--- src/rtl/dmem_pkg.sv ---
// Shared definitions for the data-memory arbiter: access size codes,
// response source encoding and the starvation counter width helper.
package dmem_pkg;

    typedef enum logic [1:0] {
        SIZE_B = 2'b00,
        SIZE_H = 2'b01,
        SIZE_W = 2'b10
    } size_e;

    typedef enum logic {
        SRC_CPU = 1'b0,
        SRC_DBG = 1'b1
    } src_e;

    // Bits needed to hold the values 0..max_burst inclusive.
    function automatic int unsigned starve_cnt_width(input int unsigned max_burst);
        return $clog2(max_burst + 1);
    endfunction

endpackage

--- src/rtl/dmem_arbiter_starve_ctr.sv ---
// Saturating starvation counter: counts CPU grants taken while debug waits,
// and asks for a forced debug grant once the allowed burst is used up.
module arb_starve_ctr
    import dmem_pkg::*;
#(
    parameter int unsigned MAX_BURST = 4
) (
    input  logic clk,
    input  logic reset,
    input  logic i_c_gnt,
    input  logic i_d_req,
    input  logic i_d_gnt,
    output logic o_force_dbg
);

    localparam int unsigned CNT_W = starve_cnt_width(MAX_BURST);
    localparam logic [CNT_W-1:0] CNT_MAX = CNT_W'(MAX_BURST);

    logic [CNT_W-1:0] r_cnt;
    logic [CNT_W-1:0] w_cnt_nxt;

    // Next count: clear when debug is served or not waiting, else count CPU wins.
    always_comb begin
        w_cnt_nxt = r_cnt;
        if (!i_d_req || i_d_gnt) begin
            w_cnt_nxt = '0;
        end else if (i_c_gnt && (r_cnt != CNT_MAX)) begin
            w_cnt_nxt = r_cnt + 1'b1;
        end
    end

    // Counter register with synchronous active-low reset.
    always_ff @(posedge clk) begin
        if (!reset) begin
            r_cnt <= '0;
        end else begin
            r_cnt <= w_cnt_nxt;
        end
    end

    assign o_force_dbg = (r_cnt == CNT_MAX);

endmodule

--- src/rtl/dmem_arbiter.sv ---
// Two-master data-memory arbiter: CPU has fixed priority, debug is forced in
// after a bounded CPU burst. Tracks the single one-cycle read in flight and
// routes its data back to the master that issued it.
module dmem_arbiter
    import dmem_pkg::*;
#(
    parameter int unsigned ADDR_W    = 32,
    parameter int unsigned DATA_W    = 32,
    parameter int unsigned MAX_BURST = 4
) (
    input  logic              clk,
    input  logic              reset,
    input  logic              c_req,
    input  logic              c_we,
    input  logic [ADDR_W-1:0] c_addr,
    input  logic [DATA_W-1:0] c_wdata,
    input  logic [1:0]        c_size,
    output logic              c_gnt,
    output logic              c_rvalid,
    output logic [DATA_W-1:0] c_rdata,
    input  logic              d_req,
    input  logic              d_we,
    input  logic [ADDR_W-1:0] d_addr,
    input  logic [DATA_W-1:0] d_wdata,
    input  logic [1:0]        d_size,
    output logic              d_gnt,
    output logic              d_rvalid,
    output logic [DATA_W-1:0] d_rdata,
    output logic              m_we,
    output logic [ADDR_W-1:0] m_addr,
    output logic [DATA_W-1:0] m_wdata,
    output logic [1:0]        m_size,
    input  logic [DATA_W-1:0] m_rdata
);

    logic w_force_dbg;
    logic w_c_gnt;
    logic w_d_gnt;
    logic w_rd_grant;
    logic r_rsp_valid;
    src_e r_rsp_src;

    arb_starve_ctr #(
        .MAX_BURST (MAX_BURST)
    ) u_starve_ctr (
        .clk         (clk),
        .reset       (reset),
        .i_c_gnt     (w_c_gnt),
        .i_d_req     (d_req),
        .i_d_gnt     (w_d_gnt),
        .o_force_dbg (w_force_dbg)
    );

    // Grant: CPU first unless debug has waited a full burst; nothing in reset.
    always_comb begin
        w_c_gnt = 1'b0;
        w_d_gnt = 1'b0;
        if (reset) begin
            if (c_req && (!d_req || !w_force_dbg)) begin
                w_c_gnt = 1'b1;
            end else if (d_req) begin
                w_d_gnt = 1'b1;
            end
        end
    end

    // Memory port mux: debug fields only when debug holds the grant.
    always_comb begin
        m_addr  = c_addr;
        m_wdata = c_wdata;
        m_size  = c_size;
        if (w_d_gnt) begin
            m_addr  = d_addr;
            m_wdata = d_wdata;
            m_size  = d_size;
        end
        m_we       = (w_c_gnt && c_we) || (w_d_gnt && d_we);
        w_rd_grant = (w_c_gnt && !c_we) || (w_d_gnt && !d_we);
    end

    // Response tracker: one read in flight, tagged with its issuing master.
    always_ff @(posedge clk) begin
        if (!reset) begin
            r_rsp_valid <= 1'b0;
            r_rsp_src   <= SRC_CPU;
        end else begin
            r_rsp_valid <= w_rd_grant;
            if (w_rd_grant) begin
                r_rsp_src <= w_d_gnt ? SRC_DBG : SRC_CPU;
            end
        end
    end

    // Gating with reset drops a read granted in the cycle before reset asserts.
    assign c_rvalid = reset && r_rsp_valid && (r_rsp_src == SRC_CPU);
    assign d_rvalid = reset && r_rsp_valid && (r_rsp_src == SRC_DBG);
    assign c_gnt    = w_c_gnt;
    assign d_gnt    = w_d_gnt;
    assign c_rdata  = m_rdata;
    assign d_rdata  = m_rdata;

endmodule

--- config.mk ---
export PLATFORM = sky130hd
export DESIGN_NAME = dmem_arbiter
export DESIGN_NICKNAME = d
export VERILOG_FILES = /design/src/rtl/dmem_pkg.sv /design/src/rtl/dmem_arbiter_starve_ctr.sv /design/src/rtl/dmem_arbiter.sv
export SDC_FILE = /design/constraint.sdc
export NUM_CORES = 1
export LEC_CHECK = 0
export ABC_CLOCK_PERIOD_IN_PS = 5250
export CORE_AREA = 2 2 120 122
export DETAILED_ROUTE_END_ITERATION = 8
export DIE_AREA = 0 0 122 124
export DONT_BUFFER_PORTS = 1
export GPL_ROUTABILITY_DRIVEN = 0
export PLACE_DENSITY = 0.33
export SLEW_MARGIN = 25
export SYNTH_ARGS = -nofsm -noshare
export SYNTH_HDL_FRONTEND = slang
export SYNTH_HIERARCHICAL = 1
export SYNTH_SLANG_ARGS = --single-unit
--- constraint.sdc ---
create_clock -name clk -period 5.25 [get_ports clk]
set_input_delay 0.7875 -clock clk [delete_from_list [all_inputs] [get_ports clk]]
set_output_delay 0.7875 -clock clk [all_outputs]
set_load 0.01 [all_outputs]
### After elaboration in Yosys (flattened, before gate mapping)

Index checks and enable logic that the tools add are counted.

* register bits after elaboration: 5
* word-level logic and storage cells: 35

* $add $sub $neg: 1
* equality and inequality tests: 2
* reductions and logical operators: 18
* mux-type cells: 9
* bitwise operators: 2

Operators with widths (count)
* $mux 32: 2
* $logic_and 1x1->1: 9
* $mux 1: 6
* $logic_not 1->1: 4
* $logic_or 1x1->1: 4
* $add 3x1->3 const B: 1
* $eq 3x3->1 const B: 1
* $ne 3x3->1 const B: 1
* $mux 2: 1
* $not 1->1: 2
* $reduce_or 2->1: 1

### Depth between registers and ports, before layout

Gate-level depths: netlist of run 1.

* word-level depth: 8
* gate-level depth with buffers: 9
* depth with buffers taken out: 7

### Cells and area by module

Netlist of run 1, hierarchy kept.

Modules (own cells, without submodules)
* dmem_arbiter: times used 1, cells each 155, seq. area each 40.0 µm², area each 1468.9 µm²
* arb_starve_ctr: times used 1, cells each 19, seq. area each 60.1 µm², area each 201.4 µm²

### Least setup slack after synthesis of run 1

No wires, ideal clock.

* path kind: register to output
* start: register u_starve_ctr.r_cnt[0]
* end: output m_addr[14]
* path slack: 2.672 ns
* arrival time: 1.790 ns
* stages on the path, launching flop included: 10
* cells stage by stage: dfxtp_1 > inv_1 > ha_1 > and2_2 > nand2b_4 > and3_4 > buf_6 > buf_6 > buf_8 > mux2_4

* word-level cells in the longest chain between the ends: 7

RTL lines
* start: declaration: line dmem_arbiter_starve_ctr.sv:19 `logic [CNT_W-1:0] r_cnt;`
* start signal: assignment: line dmem_arbiter_starve_ctr.sv:37 `r_cnt <= w_cnt_nxt;`
* $eq 3x3->1: line dmem_arbiter_starve_ctr.sv:41 `assign o_force_dbg = (r_cnt == CNT_MAX);`
* net w_force_dbg: line dmem_arbiter.sv:36 `logic w_force_dbg;`
* $logic_not 1->1: line dmem_arbiter.sv:59 `if (c_req && (!d_req || !w_force_dbg)) begin`
* $logic_or 1x1->1: line dmem_arbiter.sv:59
* $logic_and 1x1->1: line dmem_arbiter.sv:59
* $mux 1: line dmem_arbiter.sv:59
* $mux 1: line dmem_arbiter.sv:58 `if (reset) begin`
* $mux 32: line dmem_arbiter.sv:72 `if (w_d_gnt) begin`
* end: declaration: line dmem_arbiter.sv:30 `output logic [ADDR_W-1:0] m_addr,`

The timed path passes the listed nets, and every way through them passes these cells.

### Final worst setup path of run 1

* start: register u_starve_ctr.r_cnt[0]
* end: output m_wdata[1]

* word-level cells in the longest chain between the ends: 7

RTL lines
* $eq 3x3->1: line dmem_arbiter_starve_ctr.sv:41
* net w_force_dbg: line dmem_arbiter.sv:36
* $logic_not 1->1: line dmem_arbiter.sv:59
* $logic_or 1x1->1: line dmem_arbiter.sv:59
* $logic_and 1x1->1: line dmem_arbiter.sv:59
* $mux 1: line dmem_arbiter.sv:59
* $mux 1: line dmem_arbiter.sv:58
* net d_gnt: line dmem_arbiter.sv:26 `output logic d_gnt,`
* $mux 32: line dmem_arbiter.sv:72
* end: declaration: line dmem_arbiter.sv:31 `output logic [DATA_W-1:0] m_wdata,`

The timed path passes the listed nets, and every way through them passes these cells.

==> metrics.md, run 1 <==
| Metric | Value |
|---|---|
| Top-area cell type share of the netlist area | `37.8%` |
| Max Cap Viol | `0` |
| Pin count of the biggest net entering global routing | `75` |
| Power density over the cells | `180 nW/um^2` |
| Crit Path Class | `reg2out` |
| Dominant cell type by area after synthesis | `mux2_2` |
| Sequential fraction of the synthesis area | `5.99%` |
| Setup WS pre-CTS | `2.22 ns` |
| Drt wl/cell | `19.4 um` |
| CP cell instances | `inv_1 > ha_1 > and2_2 > nand2b_4 > and3_4 > mux2_2` |
| Ys async rst share | `0%` |
| Core Area | `13700 um^2` |
| Ant. Diodes | `0` |
| Max Freq | `306 MHz` |
| Origin of the worst setup path | `u_starve_ctr/r_cnt[0]` |
| Area used by multi-input combinational logic | `1010 um^2` |
| Leak pwr | `0.458 nW` |
| Rows | `43` |
| CP delay by family, top | `simple AND/OR/NAND/NOR gates` |
| CTS clk-pin slew, worst paths | `0.03 ns` |
| Crit. End Element | `output pin` |
| GR Util met1 | `7.27%` |
| Remaining DRCs | `0` |
| Number of clock sinks | `5` |
| Vias per cell | `3.55` |
| Setup Buffers After CTS | `0` |
| Number of antenna-violating nets in the routed design | `0` |
| Buffers on Ports | `0` |
| Ys flop type | `dfxtp_1` |
| #FFs+latches synth | `5` |
| Final hold slack | `0.532 ns` |
| Reg-to-Reg Start | `u_starve_ctr/r_cnt[0]` |
| Buf/Inv on CP | `1` |
| Cell count after placement | `282` |
| Setup TNS | `0 ns` |
| Pins over their slew limit | `0` |
| GRT Total Usage | `5.82%` |
| Final hold viol count | `0` |
| Syn-to-layout area delta | `-14.3%` |
| Max H-tree Level | `1` |
| Final worst slack | `1.98 ns` |
| Initial core utilization | `12.2%` |
| Tot Pwr | `0.257 mW` |
| Largest stage delay on the critical path | `0.84 ns` |
| Core Util, Final | `10.4%` |
| Number of enable flip-flop cells after synthesis | `0` |
| Area after DPL | `1350 um^2` |
| Initial DRC count | `21` |
| Fin crit period | `3.27 ns` |
| I/O Pins | `305` |
| Share of post-route cells with drive strength above 1 | `70.8%` |
| M2 GR Usage | `9.74%` |
| Mean Syn Cell Area | `9.60 um^2` |
| Cell Area, Synth | `1670 um^2` |
| Cells resized by post-CTS repair | `0` |
| Outcome | `finished, final reports clean` |
| Hold-fix buffers, CTS | `0` |
| # nets final | `279` |
| Final setup skew | `0.00116 ns` |
| # setup viols final | `0` |
| Min-delay worst type | `reg2reg` |
| Total wire length | `5550 um` |
| Insertion delay to the later sink of the worst-skew pair | `0.23 ns` |
| Top cells by area, synth | `mux2_2 (38%), buf_4 (29%), mux2_4 (9.0%), dfxtp_1 (6.0%), nand4b_1 (1.6%)` |
| Worst ir drop on vdd | `0.117 mV` |
| CTS tree | `done` |
| Critical path's slowest cell | `and3_4` |
| Via count | `1015` |
| RSZ-0062 raised after global routing | `no` |
| Layout Cells excl Fill | `286` |
| DIE HEIGHT | `124 um` |
| Die width | `122 um` |
| CP startpoint kind | `register` |
| Ys Warns | `6` |
| Data arrival, critical path | `2.48 ns` |
| Netlist cell types | `28` |
| Die ar. | `15100 um^2` |
| Hold Path Origin | `u_starve_ctr/r_cnt[1]` |
| First-pass GRT wire length | `6150 um` |
| Syn nets | `346` |
| Vias in the first global route | `891` |
| Storage cell area | `100 um^2` |
| TritonCTS buffer count | `3` |
| Cells after synthesis | `174` |
| Critical Path RT | `4.46 ns` |
| Clock Tree Root | `clkbuf_16` |
| GRT busiest layer | `met2` |
| Worst slew pin tran | `0.986 ns` |
| DRT Pass-1 Iters | `4` |
| CTS max path bufs | `2` |
| Global Route met3 Usage | `1.60%` |
| Crit share post-route | `62.2%` |
| Fill cells | `1574` |
| GR Overflow Total | `0` |
| Finished Cell Area | `1430 um^2` |
| Initial antenna violation count | `0` |
| Crit Path Max Fanout | `74` |
| Slew Limit Headroom | `34.3%` |
-- layer usage --
layer	up-vias	wire length (um)
met4	0	68
met5	-	0
met2	142	2740
met1	453	2140
met3	11	603
li1	409	-
-- cell usage in the layout, fill, tap and decap left out, drive strengths merged --
cell / netlist / final
and2: 2 / 2
mux2i: 2 / 2
nand2: 2 / 2
mux2: 66 / 66
nand2b: 1 / 1
clkbuf: 0 / 4
and4b: 1 / 1
o21a: 1 / 1
dfxtp: 5 / 5
nor2: 1 / 1
and3: 2 / 2
nand4b: 3 / 3
inv: 4 / 4
a22o: 2 / 2
nor3: 1 / 1
ha: 2 / 2
a21oi: 2 / 2
nand3b: 1 / 1
a21boi: 2 / 2
o221a: 1 / 1
nand4bb: 1 / 1
-- layout make-up --
class,count,area share [%]
clock buffer,4,5.51
inverter,4,1.05
multi-input combinational,93,70.7
sequential,5,6.99
tap,180,15.7
-- registers in the layout, indices dropped and copies added, names as in the netlist --
register	flops
u_starve_ctr/r_cnt	3
r_rsp_valid	1
r_rsp_src	1
-- cells by family (layout without fill, tap and decap cells) --
family                     Yosys count  after routing  synth area share (%)
DFF                                  5              5                  5.99
adders and majority gates            2              2                  1.50
muxes                               68             68                  47.9
AOI/OAI and AO/OA                    8              8                  3.90
and+or+nand+nor                     15             15                  7.27
buffers and inverters               76              8                  33.4
-- report_power, final --
part,internal [mW],switching (mW),leakage [nW],total (mW)
sequential,0.0393,0.000760,0.0407,0.0401
clock,0.101,0.0246,0.0382,0.125
combinational,0.0419,0.0500,0.379,0.0918
total,0.182,0.0753,0.458,0.257
-- worst paths after layout --
path,endpoint,slack [ns],cells after the start
setup / recovery,m_wdata[1],1.98,6
hold / removal,u_starve_ctr/r_cnt[1],0.53,2
setup reg to reg,u_starve_ctr/r_cnt[0],3.10,7
hold reg to reg,u_starve_ctr/r_cnt[1],0.53,2
-- synth_stat cells (2+ instances only) --
| cell type | instances |
|---|---|
| mux2_4 | 10 |
| a22o_1 | 2 |
| inv_1 | 4 |
| buf_6 | 2 |
| mux2i_1 | 2 |
| nand2_1 | 2 |
| a21oi_1 | 2 |
| buf_4 | 64 |
| ha_1 | 2 |
| nand4b_1 | 3 |
| mux2_2 | 56 |
| buf_2 | 5 |
| dfxtp_1 | 5 |
-- tightest hold or removal path: stages, from the launching register on --
cell	delay, ns
dfxtp_1	0.32
nand4b_1	0.09
mux2i_1	0.06
Power figures use the tool's default switching activity.
==> run 2: changes to the inputs <==
--- a/config.mk
+++ b/config.mk
@@ -5,13 +5,13 @@
 export SDC_FILE = /design/constraint.sdc
 export NUM_CORES = 1
 export LEC_CHECK = 0
-export ABC_CLOCK_PERIOD_IN_PS = 5250
+export ABC_CLOCK_PERIOD_IN_PS = 3000
 export CORE_AREA = 2 2 120 122
 export DETAILED_ROUTE_END_ITERATION = 8
 export DIE_AREA = 0 0 122 124
 export DONT_BUFFER_PORTS = 1
 export GPL_ROUTABILITY_DRIVEN = 0
-export PLACE_DENSITY = 0.33
+export PLACE_DENSITY = 0.34
 export SLEW_MARGIN = 25
 export SYNTH_ARGS = -nofsm -noshare
 export SYNTH_HDL_FRONTEND = slang
==> constraint.sdc (replaced) <==
create_clock -name clk -period 3 [get_ports clk]
set_input_delay 0.45 -clock clk [delete_from_list [all_inputs] [get_ports clk]]
set_output_delay 0.45 -clock clk [all_outputs]
set_load 0.01 [all_outputs]
==> run 2 against run 1 <==
  * Power up 77%
  * Design area is 2.1% higher
  * Die area unchanged
  * Flip-flop and latch count stayed put
  * Critical path type unchanged
  * Critical endpoint is now m_addr[31]
  * Clock power increased by 74%
  * Combinational power grew 82%
  * Non-clock buffer count up 2
  * Via count is 0.79% higher
  * Global-route usage rose by 1.1 points
  * Sequential share of layout area is 0.14 points lower
==> metrics.md, run 2 (synthesis results as in run 1) <==
| Metric | Value |
|---|---|
| Leak pwr | `0.471 nW (was 0.458 nW)` |
| Clock Tree Root | `clkbuf_16 (unchanged)` |
| Clock share of power | `47.7% (was 48.7%)` |
| Logic gate share of total power | `36.8% (was 35.7%)` |
| RSZ-0062 raised after global routing | `no (unchanged)` |
| Critical path's slowest cell | `mux2_2 (was and3_4)` |
| Pint | `0.320 mW (was 0.182 mW)` |
| Largest stage delay on the critical path | `0.46 ns (was 0.84 ns)` |
| Via count | `1023 (was 1015)` |
| CTS clk-pin slew, worst paths | `0.03 ns (about the same)` |
| Setup TNS | `0 ns (unchanged)` |
| Origin of the worst setup path | `u_starve_ctr/r_cnt[0] (unchanged)` |
| Most frequent cells in the layout | `mux2_2 (56), mux2_4 (10), dfxtp_1 (5), inv_1 (4) (unchanged)` |
| Biggest regs | `u_starve_ctr/r_cnt x3, r_rsp_src x1, r_rsp_valid x1 (unchanged)` |
| M2 GR Usage | `12.0% (was 9.74%)` |
| # setup viols final | `0 (unchanged)` |
| CP cell instances | `inv_1 > ha_1 > and2_2 > nand2b_4 > and3_4 > buf_12 > mux2_2 (was inv_1 > ha_1 > and2_2 > nand2b_4 > and3_4 > mux2_2)` |
| Power density over the cells | `311 nW/um^2 (was 180 nW/um^2)` |
| Largest register by flop count | `u_starve_ctr/r_cnt (unchanged)` |
| P_sw | `0.134 mW (was 0.0753 mW)` |
| Remaining DRCs | `0 (unchanged)` |
| Crit Path Class | `reg2out (unchanged)` |
| CP startpoint kind | `register (unchanged)` |
| First-pass GRT wire length | `7170 um (was 6150 um)` |
| Crit Path Max Fanout | `74 (unchanged)` |
| Hold depth | `1 (was 2)` |
| Pins over their slew limit | `0 (unchanged)` |
| GR Util met1 | `7.11% (was 7.27%)` |
| Max reg flops | `3 (unchanged)` |
| Crit share post-route | `85.1%` |
| Cells resized by post-CTS repair | `0 (unchanged)` |
| Insertion delay to the later sink of the worst-skew pair | `0.22 ns (was 0.23 ns)` |
| Die width | `122 um (unchanged)` |
| DIE HEIGHT | `124 um (unchanged)` |
| # nets final | `281 (was 279)` |
| Crit. End Element | `output pin (unchanged)` |
| Total wire length | `6250 um (was 5550 um)` |
| Hold-fix buffers, CTS | `0 (unchanged)` |
| Data arrival, critical path | `2.10 ns (was 2.48 ns)` |
| Slew Limit Headroom | `73.7% (was 34.3%)` |
| CTS max path bufs | `2 (unchanged)` |
| TritonCTS buffer count | `3 (unchanged)` |
| I/O Pins | `305 (unchanged)` |
| Die ar. | `15100 um^2 (unchanged)` |
| Number of clock sinks | `5 (unchanged)` |
| Core Util, Final | `10.7% (was 10.4%)` |
| Buf/Inv on CP | `2 (was 1)` |
| Vias per cell | `3.54 (was 3.55)` |
| Outcome | `finished, final reports clean (unchanged)` |
| Cells on worst reg2reg path | `8 (was 7)` |
| GRT busiest layer | `met2 (unchanged)` |
| CTS tree | `done (unchanged)` |
| Hold Path Origin | `reset (was u_starve_ctr/r_cnt[1])` |
| Endpoint of the worst hold path | `r_rsp_src (was u_starve_ctr/r_cnt[1])` |
| Initial DRC count | `18 (was 21)` |
| Share of post-route cells with drive strength above 1 | `71.3% (was 70.8%)` |
| GR Overflow Total | `0 (unchanged)` |
| CP delay by family, top | `simple AND/OR/NAND/NOR gates (unchanged)` |
| Max Freq | `392 MHz` |
| R2R Path End | `u_starve_ctr/r_cnt[2] (was u_starve_ctr/r_cnt[0])` |
| Initial core utilization | `12.2% (unchanged)` |
| Worst ir drop on vdd | `0.437 mV (was 0.117 mV)` |
| Drt wl/cell | `21.6 um (was 19.4 um)` |
| Critical Path RT | `2.55 ns (was 4.46 ns)` |
| R2R Setup Slk | `1.14 ns (was 3.10 ns)` |
| Min-delay worst type | `in2reg (was reg2reg)` |
| Max H-tree Level | `1 (unchanged)` |
| Final hold viol count | `0 (unchanged)` |
| Final setup skew | `0.00148 ns (was 0.00116 ns)` |
| Fill cells | `1579 (was 1574)` |
| Reg-to-Reg Start | `u_starve_ctr/r_cnt[0] (unchanged)` |
| Vias in the first global route | `981 (was 891)` |
| Setup Buffers After CTS | `0 (unchanged)` |
| GRT Total Usage | `6.89% (was 5.82%)` |
| Fin crit period | `2.55 ns` |
| Buffers on Ports | `0 (unchanged)` |
| Global Route met3 Usage | `4.67% (was 1.60%)` |
| HPWL after detailed placement | `5730 um` |
| Final hold slack | `0.380 ns (was 0.532 ns)` |
| Number of antenna-violating nets in the routed design | `0 (unchanged)` |
| Commonest non-fill, non-tap cell in the layout | `mux2_2 (unchanged)` |
| Initial antenna violation count | `1 (was 0)` |
| Worst slew pin tran | `0.394 ns (was 0.986 ns)` |
| Sw Share | `29.4% (was 29.3%)` |
| Core Area | `13700 um^2 (unchanged)` |
| DRT Pass-1 Iters | `3 (was 4)` |
| Rows | `43 (unchanged)` |
| Syn-to-layout area delta | `-12.5% (was -14.3%)` |
| Max Cap Viol | `0 (unchanged)` |
| Sequential power share | `15.5% (was 15.6%)` |
| Pin count of the biggest net entering global routing | `75 (unchanged)` |
## run 2: final cells by class
class	instances	area (um^2)	share of cell area [%]
multi-input cells	93	1010	69.3
well taps	180	225	15.4
flip-flops and latches	5	100	6.85
clock buffers	4	78.8	5.39
repair buffers	2	27.5	1.88
inverters	4	15.0	1.03
diodes	1	2.50	0.171
## run 2: stage by stage
stage          instances  area [um^2]  worst slack (ns)  power, mW
2_1_floorplan        174         1670             0.760      0.301
3_3_place_gp         284         1380             0.681      0.246
3_5_place_dp         284         1380             0.652      0.246
4_1_cts              288         1460             0.414      0.466
5_1_grt              288         1460             0.305      0.478
6_report             289         1460             0.448      0.454
## run 2: power groups by stage
stage | clock, mW | combinational, mW | sequential, mW
2_1_floorplan | 0 | 0.231 | 0.0707
3_3_place_gp | 0 | 0.175 | 0.0711
3_5_place_dp | 0 | 0.174 | 0.0712
4_1_cts | 0.220 | 0.175 | 0.0703
5_1_grt | 0.226 | 0.181 | 0.0704
6_report | 0.217 | 0.167 | 0.0703
## run 2: how the worst max path moves through the flow
stage,slack (ns),end,cells after the start
floorplan,0.76,m_addr[14],9
global placement,0.68,m_addr[31],7
detailed placement,0.65,m_addr[31],7
CTS,0.41,m_addr[31],7
global route,0.31,m_wdata[4],7
finish,0.45,m_addr[31],7
## run 2: per-layer routing
layer / part of all wire, % / routed length [um] / vias up
met2: 49 / 3040 / 180
li1: - / - / 416
met5: 0 / 0 / -
met1: 33 / 2050 / 421
met3: 18 / 1110 / 6
met4: 0.74 / 46 / 0
